==> src/rtl/scp_pkg.sv <==
// ---------------------------------------------------------------------------
// scp_pkg
//   Shared definitions for the scalar core pipeline: register-file geometry
//   and the write-back entry type (destination register + result value).
//   The write-back queue and its forwarding matcher take their default
//   widths from this package.
//   Optional feature macro used by wb_queue: WBQ_FORWARD_EN.
// ---------------------------------------------------------------------------
package scp_pkg;

  localparam int REG_BITS  = 4;   // 16 architectural registers
  localparam int DATA_BITS = 32;  // register file width

  // One pending write-back. The destination field cannot be called "reg"
  // because that is a reserved word, hence reg_idx.
  typedef struct packed {
    logic [REG_BITS-1:0]  reg_idx;
    logic [DATA_BITS-1:0] data;
  } wb_entry_t;

endpackage : scp_pkg

==> src/rtl/wbq_fwd_match.sv <==
// ---------------------------------------------------------------------------
// wbq_fwd_match
//   Forwarding lookup for one read port of the write-back queue. Scans all
//   entries in age order starting at the head and reports the youngest valid
//   entry whose destination matches the requested source index.
//
//   Ports:
//     ent_reg_i   [DEPTH][RBITS]  destination register of every slot
//     ent_data_i  [DEPTH][DBITS]  data of every slot
//     valid_i     [DEPTH]         slot holds a pending (not yet drained) entry
//     head_idx_i  [AW]            slot index of the oldest entry
//     rs_i        [RBITS]         source register being read
//     hit_o                       a pending value exists for rs_i
//     data_o      [DBITS]         youngest pending value, 0 when no hit
// ---------------------------------------------------------------------------
module wbq_fwd_match
  import scp_pkg::*;
#(
  parameter int DEPTH = 4,
  parameter int RBITS = REG_BITS,
  parameter int DBITS = DATA_BITS
) (
  input  logic [DEPTH-1:0][RBITS-1:0] ent_reg_i,
  input  logic [DEPTH-1:0][DBITS-1:0] ent_data_i,
  input  logic [DEPTH-1:0]            valid_i,
  input  logic [$clog2(DEPTH)-1:0]    head_idx_i,
  input  logic [RBITS-1:0]            rs_i,
  output logic                        hit_o,
  output logic [DBITS-1:0]            data_o
);

  localparam int AW = $clog2(DEPTH);

  logic [AW-1:0] idx;

  // Walk from oldest to youngest; a later match overwrites an earlier one,
  // so the result is the entry nearest to the tail.
  always_comb begin
    hit_o  = 1'b0;
    data_o = '0;
    idx    = '0;
    for (int k = 0; k < DEPTH; k++) begin
      idx = head_idx_i + AW'(k);
      if (valid_i[idx] && (ent_reg_i[idx] == rs_i)) begin
        hit_o  = 1'b1;
        data_o = ent_data_i[idx];
      end
    end
  end

endmodule : wbq_fwd_match

==> src/rtl/wb_queue.sv <==
// ---------------------------------------------------------------------------
// wb_queue
//   In-order write-back queue in front of the register file's single write
//   port. Producers push (register, value) pairs through a valid/ready
//   handshake; the head entry is presented to the register file and retired
//   on every cycle the write port is granted. An optional forwarding lookup
//   exposes values still pending in the queue to the read stage.
//
//   Configuration macro: WBQ_FORWARD_EN
//     defined   - two wbq_fwd_match instances drive fwd1_*/fwd2_*
//     undefined - forwarding outputs are tied to 0, RS1/RS2 are ignored
//
//   Ports:
//     CLK, RESET          clock, synchronous active-high reset
//     push_valid/ready    producer handshake (ready = !full)
//     push_reg/push_data  entry being offered
//     drain_en            register file write port granted this cycle
//     WrEn/RD/wr_data     register file write port (head entry)
//     count               current occupancy, 0..DEPTH
//     RS1/RS2             read-stage source indices
//     fwd1_*/fwd2_*       forwarding hit and youngest pending value
// ---------------------------------------------------------------------------
module wb_queue
  import scp_pkg::*;
#(
  parameter int DEPTH = 4,
  parameter int DBITS = DATA_BITS,
  parameter int RBITS = REG_BITS
) (
  input  logic                       CLK,
  input  logic                       RESET,
  input  logic                       push_valid,
  output logic                       push_ready,
  input  logic [RBITS-1:0]           push_reg,
  input  logic [DBITS-1:0]           push_data,
  input  logic                       drain_en,
  output logic                       WrEn,
  output logic [RBITS-1:0]           RD,
  output logic [DBITS-1:0]           wr_data,
  output logic [$clog2(DEPTH+1)-1:0] count,
  input  logic [RBITS-1:0]           RS1,
  input  logic [RBITS-1:0]           RS2,
  output logic                       fwd1_hit,
  output logic                       fwd2_hit,
  output logic [DBITS-1:0]           fwd1_data,
  output logic [DBITS-1:0]           fwd2_data
);

  localparam int AW = $clog2(DEPTH);

  // Pointers carry one extra wrap bit so full and empty are distinguishable.
  logic [AW:0] head_q, head_d;
  logic [AW:0] tail_q, tail_d;

  // Entry storage is plain flops: the forwarding scan needs every slot in
  // parallel, so a RAM with a single read port would not do.
  logic [DEPTH-1:0][RBITS-1:0] reg_mem_q;
  logic [DEPTH-1:0][DBITS-1:0] data_mem_q;

  logic [AW-1:0] head_idx, tail_idx;
  logic          empty, full;
  logic          push_fire, pop_fire;

  assign head_idx = head_q[AW-1:0];
  assign tail_idx = tail_q[AW-1:0];

  assign empty = (head_q == tail_q);
  assign full  = (head_idx == tail_idx) && (head_q[AW] != tail_q[AW]);

  // Pointer difference modulo 2*DEPTH is the occupancy.
  assign count = tail_q - head_q;

  // push_ready depends on state only, never on drain_en, so a full queue
  // refuses a push even in a cycle where it also drains.
  assign push_ready = !full;
  assign push_fire  = push_valid && push_ready;

  // Reset suppresses the write so entries being discarded never reach the
  // register file.
  assign WrEn     = !empty && drain_en && !RESET;
  assign pop_fire = WrEn;
  assign RD       = reg_mem_q[head_idx];
  assign wr_data  = data_mem_q[head_idx];

  always_comb begin
    head_d = head_q;
    tail_d = tail_q;
    if (pop_fire)  head_d = head_q + 1'b1;
    if (push_fire) tail_d = tail_q + 1'b1;
  end

  always_ff @(posedge CLK) begin
    if (RESET) begin
      head_q <= '0;
      tail_q <= '0;
    end else begin
      head_q <= head_d;
      tail_q <= tail_d;
    end
  end

  // Contents are not reset; only the pointers define which slots are live.
  always_ff @(posedge CLK) begin
    if (push_fire) begin
      reg_mem_q[tail_idx]  <= push_reg;
      data_mem_q[tail_idx] <= push_data;
    end
  end

`ifdef WBQ_FORWARD_EN
  logic [DEPTH-1:0] valid_mask;

  // Slot gi is live when its distance from the head is below the occupancy.
  // An entry popped this cycle is still live here; a pushed one is not yet.
  for (genvar gi = 0; gi < DEPTH; gi++) begin : g_valid
    logic [AW-1:0] dist;
    assign dist           = AW'(gi) - head_idx;
    assign valid_mask[gi] = ({1'b0, dist} < count);
  end

  wbq_fwd_match #(
    .DEPTH (DEPTH),
    .RBITS (RBITS),
    .DBITS (DBITS)
  ) u_fwd1 (
    .ent_reg_i  (reg_mem_q),
    .ent_data_i (data_mem_q),
    .valid_i    (valid_mask),
    .head_idx_i (head_idx),
    .rs_i       (RS1),
    .hit_o      (fwd1_hit),
    .data_o     (fwd1_data)
  );

  wbq_fwd_match #(
    .DEPTH (DEPTH),
    .RBITS (RBITS),
    .DBITS (DBITS)
  ) u_fwd2 (
    .ent_reg_i  (reg_mem_q),
    .ent_data_i (data_mem_q),
    .valid_i    (valid_mask),
    .head_idx_i (head_idx),
    .rs_i       (RS2),
    .hit_o      (fwd2_hit),
    .data_o     (fwd2_data)
  );
`else
  // Read indices are kept on the interface but have no function here.
  logic unused_rs;
  assign unused_rs = ^{RS1, RS2};

  assign fwd1_hit  = 1'b0;
  assign fwd2_hit  = 1'b0;
  assign fwd1_data = '0;
  assign fwd2_data = '0;
`endif

endmodule : wb_queue

==> config.mk <==
export PLATFORM = sky130hd
export DESIGN_NAME = wb_queue
export DESIGN_NICKNAME = d
export VERILOG_FILES = /design/src/rtl/scp_pkg.sv /design/src/rtl/wbq_fwd_match.sv /design/src/rtl/wb_queue.sv
export SDC_FILE = /design/constraint.sdc
export NUM_CORES = 1
export LEC_CHECK = 0
export CAP_MARGIN = 20
export CORE_UTILIZATION = 53
export CTS_CLUSTER_SIZE = 10
export DETAILED_ROUTE_END_ITERATION = 8
export HOLD_SLACK_MARGIN = 0.05
export PLACE_DENSITY = 0.85
export SYNTH_ARGS = -nofsm -noshare
export SYNTH_HDL_FRONTEND = slang
export SYNTH_SLANG_ARGS = --single-unit
==> constraint.sdc <==
create_clock -name CLK -period 3.6 [get_ports CLK]
set_input_delay 0.36 -clock CLK [delete_from_list [all_inputs] [get_ports CLK]]
set_output_delay 0.36 -clock CLK [all_outputs]
set_load 0.03 [all_outputs]
; Yosys cells after proc, flatten, opt, wreduce, memory -nomap -nowiden
; Cells that the tools add are included.
[word_totals]
reg_bits = 150
inputBits = 48
output_inout_bits = 107
[classes]
add_sub_neg = 3
magnitude_cmp = 3
n_eq_ne = 3
n_reduce_logical = 8
mux = 10
[op_table]
columns = operator, count
row1 = $bwmux 128, 1
row2 = $bmux 32 s2, 1
row3 = $demux 32 s2, 1
row4 = $mux 32, 2
row5 = $bwmux 16, 1
row6 = $bmux 4 s2, 1
row7 = $demux 4 s2, 1
row8 = $mux 4, 2
row9 = $add 3x1->3 const B, 2
row10 = $lt 2x3->1 const B, 2
row11 = $logic_and 1x1->1, 5
row12 = $eq 3x3->1, 1
row13 = $logic_not 1->1, 3
row14 = $sub 3x3->3, 1
row15 = $eq 2x2->1, 1
row16 = $ge 2x1->1 const B, 1
row17 = $ne 1x1->1, 1

; Depth between registers and ports, before layout
[depth]
ltp_word = 5
mapped_depth = 6
ltp_nobuf = 5

; Worst setup path before layout
; OpenSTA, ideal clock, no wires.
[synth_timing]
path_kind = reg-to-reg
startpoint = register tail_q[0]
endpoint = register data_mem_q[64] (netlist bit), enable pin
arrival_ps = 2069
n_path_buf = 1
slack_ps = 1134
required_ps = 3203
setup_time_ps = 397
path_stages_with_launch = 7
path_cell_list = dfxtp_1 > inv_1 > ha_1 > nand2_1 > buf_4 > o21a_1 > and2_1
[synth_via]
elab_chain_cells = 4
[synth_rtl]
columns = item, line_no
row1 = from (decl), wb_queue.sv:53  ; logic [AW:0] tail_q, tail_d;
row2 = from (signal assigned), wb_queue.sv:98  ; tail_q <= tail_d;
row3 = $eq 2x2->1, wb_queue.sv:68  ; assign full = (head_idx == tail_idx) && (head_q[AW] != tail_q[AW]);
row4 = $logic_and 1x1->1, wb_queue.sv:68
row5 = $logic_not 1->1, wb_queue.sv:75  ; assign push_ready = !full;
row6 = $logic_and 1x1->1, wb_queue.sv:76  ; assign push_fire = push_valid && push_ready;
row7 = "to (signal, indexed assignment)", wb_queue.sv:106  ; data_mem_q[tail_idx] <= push_data;
row8 = to (decl), wb_queue.sv:58  ; logic [DEPTH-1:0][DBITS-1:0] data_mem_q;
; Every way passes these cells.
; A chain may end at the register's enable or synchronous reset.

; Final worst setup path
[layout_timing]
startpoint = register tail_q[0]
endpoint = output port WrEn
[layout_via]
elab_chain_cells = 4
[layout_rtl]
columns = item, line_no
row1 = $eq 3x3->1, wb_queue.sv:67  ; assign empty = (head_q == tail_q);
row2 = $logic_not 1->1, wb_queue.sv:80  ; assign WrEn = !empty && drain_en && !RESET;
row3 = $logic_and 1x1->1 (2 in a row), wb_queue.sv:80
row4 = to (decl), wb_queue.sv:37  ; output logic WrEn,
; Every way passes these cells.

==> impl_metrics.env <==
export IMPL_swShare_pct=31.7
export IMPL_path_buf_inv=2
export IMPL_slew_violations=0
export IMPL_routedWlPerCell_um=17.7
export IMPL_hold_buffers=0
export IMPL_ys_ff_latch=150
export IMPL_antenna_left=0
export IMPL_core_region_area_um2=11500
export IMPL_slew_headroom_pct=52.2
export IMPL_cts_root_buffer="clkbuf_16"
export IMPL_grt_pass1_vias=3081
export IMPL_antenna_cells=0
export IMPL_cts_tree="built"
export IMPL_cp_required_ps=3240
export IMPL_pwr_share_comb_pct=34.8
export IMPL_fp_row_count=39
export IMPL_ys_seq_area_share_pct=71.2
export IMPL_clock_sinks=150
export IMPL_nets=475
export IMPL_hold_path_class="flop to flop"
export IMPL_grt_usage_pct=18.1
export IMPL_clkSlewWorstSetupHoldPaths_ps=60
export IMPL_numCtsBuffers=17
export IMPL_path_class="flop to output port"
export IMPL_cpMaxStageDelayCell="clkdlybuf4s50_1"
export IMPL_p_int_mw=4.24
export IMPL_grt_max_degree=39
export IMPL_ys_types=30
export IMPL_cp_arrival_ps=2510
export IMPL_syn_area_um2=6240
export IMPL_cts_resized=0
export IMPL_crit_fanout=13
export IMPL_yosysTopAreaCell="edfxtp_1"
export IMPL_post_cts_buffers=0
export IMPL_seqPwrFrac_pct=37.7
export IMPL_max_cap_viol_count=0
export IMPL_tightestPinTransition_ps=717
export IMPL_period_share_pct=79.7
export IMPL_drive_above_1_share_pct=18.5
export IMPL_run_status="completed"
export IMPL_syn_to_final_growth_pct=21.2
export IMPL_layout_commonest_cell="edfxtp_1"
export IMPL_vias=2975
export IMPL_hold_ws_ps=580
export IMPL_grt_pass1_wl_um=16400
export IMPL_setup_tns_final_ps=0
export IMPL_postRouteWirelength_um=10200
export IMPL_gr_total_overflow=0
export IMPL_p_per_area_nw_per_um2=820
export IMPL_yosysWarningCount=0
export IMPL_h_tree_depth=4
export IMPL_start_util_pct=54.5
export IMPL_total_leakage_power_nw=2.58
export IMPL_synthTopCellsByArea="edfxtp_1, mux4_2, buf_4, dfxtp_1, ha_1"
export IMPL_crit_family="buffers and inverters"
export IMPL_dp_hpwl_um=6280
export IMPL_antenna_found_initial=0
export IMPL_dr_pass1_iters=5
export IMPL_port_buffers=80
export IMPL_pre_cts_slack_ps=937
export IMPL_clkPwrFrac_pct=27.5
export IMPL_p_sw_mw=1.97
export IMPL_die_h_um=111
export IMPL_post_route_drc_count=0
export IMPL_netlist_area_leader_share_pct=69.2
export IMPL_cp_slowest_stage_delay_ps=680
export IMPL_synth_avg_cell_area_um2=19.4
export IMPL_rsz0062_at_grt="false"
export IMPL_cts_buffer_depth=2
export IMPL_viasPerCell=5.17
export IMPL_path_cells="inv_1 > ha_1 > nand2_1 > o21ai_0 > nor2_1 > clkdlybuf4s50_1"
export IMPL_max_freq_mhz=348
export IMPL_clock_latency_ps=410
export IMPL_finalWorstSetupSlack_ps=730
export IMPL_skew_ps=8.52
export IMPL_mostFrequentLayoutCells="edfxtp_1, clkdlybuf4s50_1, conb_1, mux4_2, clkbuf_16"
export IMPL_setup_violations=0
export IMPL_die_w_um=111
export IMPL_postSynthCellCount=322
export IMPL_place_congestion=0.830
export IMPL_crit_path_end_kind="output port"
export IMPL_die_area_um2=12200
export IMPL_dr_first_iter_drc_count=167
export IMPL_boundaryPins=155
export IMPL_period_minus_slack_ps=2870
export IMPL_peakVddDrop_v=0.000717
export IMPL_cp_start_kind="flop"
export IMPL_hold_viol=0
-- area by class of cell --
class | instances | area (um^2)
clock buffers | 22 | 444
clock inverters | 10 | 133
fillers | 768 | 3900
inverters | 7 | 26.3
multi-input cells | 153 | 1450
flip-flops and latches | 150 | 4450
well taps | 143 | 179
repair buffers | 90 | 888
-- worst register-to-register path, cell delays in order (launching register included) --
cell and delay (ps):
dfxtp_1 430, inv_1 110, ha_1 330, nand2_1 300
o21a_1 220, and2_2 630, buf_4 310
-- routing by layer --
layer	share of wire [%]	track usage [%]	vias up	wire, um
li1	-	-	1335	-
met1	41	22.0	1513	4180
met2	54	30.8	118	5520
met3	4.1	5.49	9	421
met4	0.74	6.31	0	75
met5	0	0	-	0
-- final timing paths --
path,startpoint,end,slack (ps),cells past startpoint
setup / recovery,tail_q[0]$_SDFFE_PP0P_,WrEn,730,6
setup reg to reg,tail_q[0]$_SDFFE_PP0P_,data_mem_q[16]$_DFFE_PP_,970,6
hold / removal,head_q[2]$_SDFFE_PP0P_,head_q[2]$_SDFFE_PP0P_,580,2
hold reg to reg,head_q[2]$_SDFFE_PP0P_,head_q[2]$_SDFFE_PP0P_,580,2
-- sequential cells by signal (all words and copies together) (netlist names) --
signal and cells:
head_q 3, data_mem_q 128, reg_mem_q 16, tail_q 3
-- stage by stage --
step	utilization (%)	cell area [um^2]	cells	power, mW
finish	66.0	7570	575	6.20
floorplan	-	6490	387	3.84
global placement	61.0	6990	543	4.51
global route	66.0	7570	575	6.47
CTS	66.0	7570	575	6.27
detailed placement	61.0	6990	543	4.56
-- cell usage after synthesis --
master,count
a41oi_1,2
o21a_1,1
o311ai_0,3
buf_2,4
xnor2_1,2
clkbuf_1,1
nand2_1,7
and2_1,4
dfxtp_1,6
nor3_1,1
fa_1,1
ha_1,7
inv_1,7
a31oi_1,4
mux4_2,36
or3b_2,1
nor3b_1,4
buf_4,70
or3_1,1
o21ai_0,1
nor2_1,1
buf_6,2
o2111a_1,1
nor2b_1,2
edfxtp_1,144
o311ai_1,1
nand3_1,4
conb_1,1
or4_1,2
xor2_1,1
-- cells by family after synthesis --
kind of cell    Yosys count  share of synthesized area (%)
mux                      36                           13.0
simple gates             27                           2.44
other cells               1                         0.0601
flops                   150                           71.2
compound gates           13                           1.62
fa+ha+maj                 8                           1.72
buf+inv                  84                           9.58
xor+xnor                  3                          0.421
-- power by group through the flow --
stage	clock network [mW]	registers (mW)	logic, mW
after global placement	0	2.35	2.16
final	1.71	2.34	2.16
after CTS	1.74	2.34	2.19
after floorplan	0	2.33	1.50
after global routing	1.81	2.37	2.29
after detailed placement	0	2.38	2.18
No activity file was read; power rests on OpenSTA's default activity.
